==> config.mk <==
export PLATFORM = sky130hd
export DESIGN_NAME = instr_sequencer
export DESIGN_NICKNAME = d
export VERILOG_FILES = /design/src/rtl/seq_pkg.sv /design/src/rtl/seq_decode_check.sv /design/src/rtl/instr_sequencer.sv
export SDC_FILE = /design/constraint.sdc
export NUM_CORES = 1
export LEC_CHECK = 0
export CORE_MARGIN = 10
export CORE_UTILIZATION = 42
export CTS_CLUSTER_SIZE = 25
export DETAILED_ROUTE_END_ITERATION = 10
export GPL_TIMING_DRIVEN = 0
export HOLD_SLACK_MARGIN = 0.03
export PLACE_DENSITY = 0.75
export SLEW_MARGIN = 20
export SYNTH_ARGS = -nofsm -noshare
export SYNTH_HDL_FRONTEND = slang
export SYNTH_HIERARCHICAL = 1
export SYNTH_SLANG_ARGS = --single-unit
==> constraint.sdc <==
create_clock -name clk -period 1.5 [get_ports clk]
set_clock_uncertainty 0.1 [all_clocks]
set_input_delay 0.225 -clock clk [delete_from_list [all_inputs] [get_ports clk]]
set_output_delay 0.225 -clock clk [all_outputs]
set_load 0.1 [all_outputs]
==> src/rtl/seq_pkg.sv <==
// Shared types and encodings for the instruction sequencer.
// States, opcode and op-field constants used by decode and control.
package seq_pkg;

  typedef enum logic [2:0] {
    IDLE,
    FETCH,
    LOAD_IR,
    CHECK,
    ISSUE,
    EXEC,
    HALTED
  } state_t;

  localparam logic [2:0] OPC_ALU  = 3'b101;
  localparam logic [2:0] OPC_MOV  = 3'b110;
  localparam logic [2:0] OPC_HALT = 3'b111;

  localparam logic [1:0] MOV_IMM = 2'b10;
  localparam logic [1:0] MOV_REG = 2'b00;

endpackage

==> src/rtl/seq_decode_check.sv <==
// Combinational legality screen on the IR opcode/op fields.
// Ports: ir_hi = ir[15:11] in; legal, is_halt out.
module seq_decode_check
  import seq_pkg::*;
(
  input  logic [4:0] ir_hi,
  output logic       legal,
  output logic       is_halt
);

  logic [2:0] opc;
  logic [1:0] op;

  assign opc = ir_hi[4:2];
  assign op  = ir_hi[1:0];

  always_comb begin
    legal   = 1'b0;
    is_halt = 1'b0;
    unique case (1'b1)
      (opc == OPC_ALU):  legal = 1'b1;
      (opc == OPC_MOV):  legal = (op == MOV_IMM) || (op == MOV_REG);
      (opc == OPC_HALT): is_halt = 1'b1;
      default: ;
    endcase
  end

endmodule

==> src/rtl/instr_sequencer.sv <==
// Fetch/issue sequencer: IR load, legality screen, s/w handshake, watchdog.
// Ports: clk, reset, run, step, halt_req, pc_load, pc_din, mem_rd,
//  mem_addr, mem_rdata, ir, s, w, pc, halted, illegal, fault, retired.
module instr_sequencer
  import seq_pkg::*;
#(
  parameter int                  PC_WIDTH = 8,
  parameter logic [PC_WIDTH-1:0] RESET_PC = '0,
  parameter int                  TIMEOUT  = 16
) (
  input  logic                clk,
  input  logic                reset,
  input  logic                run,
  input  logic                step,
  input  logic                halt_req,
  input  logic                pc_load,
  input  logic [PC_WIDTH-1:0] pc_din,
  output logic                mem_rd,
  output logic [PC_WIDTH-1:0] mem_addr,
  input  logic [15:0]         mem_rdata,
  output logic [15:0]         ir,
  output logic                s,
  input  logic                w,
  output logic [PC_WIDTH-1:0] pc,
  output logic                halted,
  output logic                illegal,
  output logic                fault,
  output logic [15:0]         retired
);

  localparam int WW = $clog2(TIMEOUT + 1);
  localparam logic [WW-1:0] WD_LAST = WW'(TIMEOUT - 1);

  state_t        state;
  logic          pend;
  logic          step_mode;
  logic [WW-1:0] wdog;
  logic          legal;
  logic          is_halt;

  seq_decode_check u_dec (
    .ir_hi   (ir[15:11]),
    .legal   (legal),
    .is_halt (is_halt)
  );

  always_ff @(posedge clk) begin
    if (reset) begin
      state     <= IDLE;
      pc        <= RESET_PC;
      ir        <= '0;
      halted    <= 1'b0;
      illegal   <= 1'b0;
      fault     <= 1'b0;
      retired   <= '0;
      pend      <= 1'b0;
      step_mode <= 1'b0;
      wdog      <= '0;
    end else begin
      // Later per-state clears override this.
      if (halt_req && state != HALTED)
        pend <= 1'b1;
      unique case (state)
        IDLE: begin
          pend <= 1'b0;
          if (pc_load) begin
            pc      <= pc_din;
            halted  <= 1'b0;
            illegal <= 1'b0;
            fault   <= 1'b0;
          end else if (halt_req) begin
            state  <= HALTED;
            halted <= 1'b1;
          end else if (run || step) begin
            state     <= FETCH;
            step_mode <= step;
          end
        end
        FETCH: state <= LOAD_IR;
        LOAD_IR: begin
          ir    <= mem_rdata;
          pc    <= pc + 1'b1;
          state <= CHECK;
        end
        CHECK: begin
          if (is_halt || !legal) begin
            state     <= HALTED;
            halted    <= 1'b1;
            illegal   <= !is_halt;
            pend      <= 1'b0;
            step_mode <= 1'b0;
          end else begin
            state <= ISSUE;
            wdog  <= '0;
          end
        end
        ISSUE: begin
          if (!w) begin
            state <= EXEC;
            wdog  <= '0;
          end else if (wdog == WD_LAST) begin
            state     <= HALTED;
            halted    <= 1'b1;
            fault     <= 1'b1;
            pend      <= 1'b0;
            step_mode <= 1'b0;
          end else begin
            wdog <= wdog + 1'b1;
          end
        end
        EXEC: begin
          if (w) begin
            retired <= retired + 1'b1;
            if (pend || halt_req) begin
              state     <= HALTED;
              halted    <= 1'b1;
              pend      <= 1'b0;
              step_mode <= 1'b0;
            end else if (step_mode || !run) begin
              state     <= IDLE;
              pend      <= 1'b0;
              step_mode <= 1'b0;
            end else begin
              state <= FETCH;
            end
          end else if (wdog == WD_LAST) begin
            state     <= HALTED;
            halted    <= 1'b1;
            fault     <= 1'b1;
            pend      <= 1'b0;
            step_mode <= 1'b0;
          end else begin
            wdog <= wdog + 1'b1;
          end
        end
        HALTED: begin
          if (pc_load) begin
            state   <= IDLE;
            pc      <= pc_din;
            halted  <= 1'b0;
            illegal <= 1'b0;
            fault   <= 1'b0;
          end
        end
        default: state <= IDLE;
      endcase
    end
  end

  always_comb begin
    s        = (state == ISSUE);
    mem_rd   = (state == FETCH);
    mem_addr = pc;
  end

endmodule

# Word-level counts from Yosys, hierarchy flattened
# Cells that the tools add are included.
# word_totals
output_inout_bits	53
mem_bits_rw	0
inputBits	31
mem_bits_ro	0
wordCells	117
regBits	53
memories	0
latch_bits	0
# op_classes
mux	53
multipliers	0
n_bitwise	0
addsub	3
div_mod_pow	0
order_cmp	0
reduce_logical	26
n_shift	0
n_eq_ne	25
# op_table
op	count
two-way mux 1 bit	30
two-way mux 3 bit	8
one-hot mux 3 bit (7 select lines)	1
two-way mux 5 bit	4
equality test 3 bit, second input constant	6
adder 16 x 1 -> 16 bit, second input constant	1
one-hot mux 8 bit (2 select lines)	1
one-hot mux 5 bit (3 select lines)	1
!= test 2 bit, second input constant	7
!= test 3 bit, second input constant	4
AND reduction 3 bit	3
adder 8 x 1 -> 8 bit, second input constant	1
two-way mux 8 bit	1
one-hot mux 1 bit (4 select lines)	2
AND reduction 7 bit	1
equality test 3 x 2 -> 1 bit, second input constant	2
AND reduction 6 bit	1
nonzero test 3 bit	2
adder 5 x 1 -> 5 bit, second input constant	1
equality test 5 x 4 -> 1 bit, second input constant	1
logical OR 1 bit	5
one-hot mux 1 bit (5 select lines)	1
nonzero test 5 bit	1
!= test 2 x 1 -> 1 bit, second input constant	2
other kinds (15)	20

# Logic depth before layout (Yosys ltp)
# Gate-level depths: netlist (run 1).
# depth
word_depth	7
depth_mapped	7
mapped_depth_nobuf	7

# Hierarchy
# The synthesis (run 1) kept the hierarchy.
# by_module_without_submodules
mod	seq_area_each_um2	cells_each	area_per_inst_um2	n_inst
instr_sequencer	1061.0	346	2722.6	1
seq_decode_check	0.0	4	33.8	1

# Worst setup path after synthesis (run 1)
# Ideal clock, no wire load.
# synth_timing
path_type	flip-flop to output port
start	register state[0]
end	output port mem_rd
path_stages_with_launch	5
path_buffers	2
t_required_ns	1.175
arrival_ns	2.860
setup_slack_ns	-1.685
path_cell_list	dfxtp_1 buf_2 inv_1 buf_2 nor3_1
# synth_via
elab_chain_cells	1
# synth_lines
element	line_no	source
from (decl)	instr_sequencer.sv:34	state_t state;
from (signal assigned)	instr_sequencer.sv:49	state <= IDLE;
from (signal assigned)	instr_sequencer.sv:72	state <= HALTED;
from (signal assigned)	instr_sequencer.sv:75	state <= FETCH;
equality test 3 x 1 -> 1 bit	instr_sequencer.sv:152	mem_rd = (state == FETCH);
to (decl)	instr_sequencer.sv:18	output logic mem_rd,
# Every way passes these cells.

# Worst setup path after layout (run 1)
# layout_timing
start	register state[2]
end	register illegal
# layout_via
elab_chain_cells	4
elab_cells_between_ends	9
cone_classes	4 x eq/ne; 1 x mux; 4 x reduce/logical
# layout_lines
element	line_no	source
equality test 3 bit / zero test 3 bit (equally long branches)	instr_sequencer.sv:63	unique case (state)
OR reduction 2 bit (no source line)	n/a	
!= test 2 x 1 -> 1 bit (no source line) / nonzero test 2 bit (equally long branches)	n/a	
AND reduction 3 bit (no source line)	n/a	
to (signal assigned)	instr_sequencer.sv:89	illegal <= !is_halt;
to (decl)	instr_sequencer.sv:26	output logic illegal,
# Several ways; a longest one is shown, not always the timed one.
# A chain may end at the register's enable or synchronous reset.

==> impl_metrics.yaml, run 1 <==
power:
  comb_power_share_pct: 61.7
  ir_drop_mv: 1.71
  leakage_nw: 1.86
  switchingPower_mw: 3.47
  swShare_pct: 50.4
  power.density_nw_per_um2: 1510
  clkPwrFrac_pct: 12.1
  seqPwrFrac_pct: 26.2
  power.internal_mw: 3.41
critical_path:
  r2r_slack_ns: -0.22
  cpMaxStageDelayCell: "dfxtp_4"
  critical_path.top_delay_family: "buffers and inverters"
  end_kind: "flop"
  setup.worst_path.class: "reg -> reg"
  path_cells: "buf_12, clkbuf_16, buf_8, nand3b_1, o31ai_2, a22oi_2, mux2i_1, nor2_1"
  critPathBufInv: 3
  required_ns: 1.61
  critPathLaunchType: "flop"
  critPathMaxFanout: 8
  cp.arrival_ns: 1.83
  crit_path_max_incr_delay_ns: 0.39
floorplanning:
  rows: 29
  fp.dieW_um: 101
  core_area_um2: 6350
  initial_utilization_pct: 43.4
  dieArea_um2: 10200
  ios: 84
  dieHeight_um: 101
sta:
  setup_viol: 27
  tightest_slew_ns: 0.520
  hold_viol_final: 0
  rsz0062_at_grt: "true"
  period_minus_slack_ns: 1.72
  fin_crit_sh_pct: 115
  drv_slew: 0
  max_freq_mhz: 581
  finalWorstSetupSlack_ns: -0.222
  slew_headroom_pct: 65.6
  setup_tns_ns: -3.29
route:
  drc: 0
  drt_iter0_markers: 109
  vias: 3031
  routedWlPerCell_um: 17.4
  drt_pass1_iterations: 4
  routed_wl_um: 9640
  routed_via_density: 5.48
  final_antenna_net_count: 0
clocking:
  cts.sink_count: 53
  cts_buffers: 5
  path_clk_slew_ns: 0.11
  cts_max_path_buffers: 2
  cts_tree: "built"
  root_buffer: "clkbuf_8"
  clk_latency_ns: 0.32
  hold_buffers: 0
  cts.htree.levels: 2
logic_synthesis:
  synthCells: 350
  seq_area_frac_synth_pct: 38.5
  yosys_warnings: 6
  ys.flop_type: "dfxtp_1"
  postSynthRegisterBits: 53
  avgSynthCellArea_um2: 7.88
  async_flop_share_pct: 0
  syn-cell-area_um2: 2760
  synth_edf_count: 0
  syn_nets: 384
  ys_types: 53
grt:
  antenna_found_initial: 0
  grt_overflow: 0
  grt_max_degree: 17
  grt_pass1_wl_um: 14400
  grt.total_usage_pct: 17.0
  first_global_vias: 2925
layout:
  final_area_um2: 4560
  layout_common_cells: "nand2_1 (56), buf_2 (39), buf_4 (38)"
  layout.nets: 509
  syn_to_final_growth_pct: 65.6
  utilization_pct: 71.9
  final_common_cell: "nand2_1"
  drive_above_1_share_pct: 47.5
  n_antenna_cell: 0
run:
  drv_cap: 0
outcome:
  outcome: "finished with violations"
  failed_checks: "negative setup slack"
placed_design:
  io_buffers: 83
  dp_hpwl_um: 6160
  place_ws_ns: -0.903
  place_area_um2: 3900
  place_congestion: 0.906
hold_path:
  min_path_type: "in -> reg"
==> worst register-to-register path, cell delays in order, from the launching register on <==
cell and delay [ns]:
dfxtp_4 0.39, buf_12 0.15, clkbuf_16 0.14, buf_8 0.14
nand3b_1 0.14, o31ai_2 0.11, a22oi_2 0.19, mux2i_1 0.21
nor2_1 0.06
==> synthesized netlist by cell type, drive strengths merged, types with 4 or more instances <==
cell type  instances  share of area (%)
and3               5                1.2
o31ai              4                1.1
nor3              13                2.7
xnor2              8                2.5
inv                6               0.82
nor2b              4               0.91
nand4              7                2.1
nor2              33                4.5
nand2b             5                1.1
a21oi             37                6.7
nand3             12                2.2
o21ai             17                3.1
and2               4               0.91
nand2             61                8.3
buf               19                4.6
xor2               9                2.9
or3                4               0.91
clkbuf             7               0.95
dfxtp             53                 38
==> cell type report <==
class | count | area (um^2)
Sequential cell | 53 | 1160
Clock inverter | 2 | 13.8
Buffer | 26 | 260
Inverter | 6 | 27.5
Timing Repair Buffer | 118 | 980
Multi-Input combinational cell | 265 | 1950
Clock buffer | 6 | 72.6
Fill cell | 477 | 1790
Tap cell | 77 | 96.3
==> path summary, 6_finish.rpt <==
check	startpoint	endpoint	depth (start not counted)
hold reg to reg	ir[2]	ir[2]	2
setup / recovery	state[2]	illegal	8
setup reg to reg	state[2]	illegal	8
hold / removal	mem_rdata[14]	ir[14]	3
==> timing repair <==
| item | CTS | global route |
|---|---|---|
| gates cloned | 2 | 0 |
| setup endpoints to repair | 106 | 45 |
| pin swaps | 14 | 32 |
| buffers inserted | 20 | 14 |
| resized for setup | 332 | 81 |
| hold endpoints to repair | 0 | 0 |
==> metrics by stage <==
stage	power (mW)	hold WS, ns	cells
final	6.88	0.350	553
after global placement	5.07	0.339	510
after global routing	7.16	0.360	553
after detailed placement	5.09	0.341	510
after CTS	6.18	0.350	540
after floorplan	4.32	0.226	350
==> registers in the layout (all words and copies together) (netlist names) <==
| signal | flops |
|---|---|
| mem_addr | 8 |
| ir | 16 |
| step_mode | 1 |
| retired | 16 |
| wdog | 5 |
| halted | 1 |
| pend | 1 |
| fault | 1 |
| illegal | 1 |
| state | 3 |
==> per-layer routing <==
| metal | vias to the layer above | track usage [%] | wire (um) |
|---|---|---|---|
| li1 | 1475 | - | - |
| met1 | 1448 | 21.3 | 4130 |
| met2 | 84 | 27.9 | 4710 |
| met3 | 24 | 3.57 | 510 |
| met4 | 0 | 6.65 | 286 |
| met5 | - | 0 | 0 |
==> logic make-up (layout without fill, tap and decap cells) <==
| group | Yosys count | after routing | synth area share [%] |
|---|---|---|---|
| buf+inv | 32 | 158 | 6.36 |
| xor+xnor | 17 | 17 | 5.40 |
| mux | 2 | 2 | 0.726 |
| flops | 53 | 53 | 38.5 |
| compound gates | 79 | 79 | 17.3 |
| simple gates | 163 | 163 | 30.0 |
| fa+ha+maj | 4 | 4 | 1.73 |
==> power groups by stage <==
stage | clock network [mW] | registers (mW) | logic [mW]
5_1_grt | 0.892 | 1.82 | 4.45
2_1_floorplan | 0 | 2.70 | 1.62
4_1_cts | 0.850 | 1.77 | 3.57
3_3_place_gp | 0 | 1.79 | 3.28
3_5_place_dp | 0 | 1.80 | 3.29
6_report | 0.833 | 1.80 | 4.24
Power figures use the tool's default switching activity.
==> run 2, diff against run 1 <==
--- a/config.mk
+++ b/config.mk
@@ -10,7 +10,7 @@
 export CTS_CLUSTER_SIZE = 25
 export DETAILED_ROUTE_END_ITERATION = 10
 export GPL_TIMING_DRIVEN = 0
-export HOLD_SLACK_MARGIN = 0.03
+export HOLD_SLACK_MARGIN = 0.02
 export PLACE_DENSITY = 0.75
 export SLEW_MARGIN = 20
 export SYNTH_ARGS = -nofsm -noshare
==> results of run 2 <==
Same layout as run 1: the final DEF is identical, and so are final timing and power.
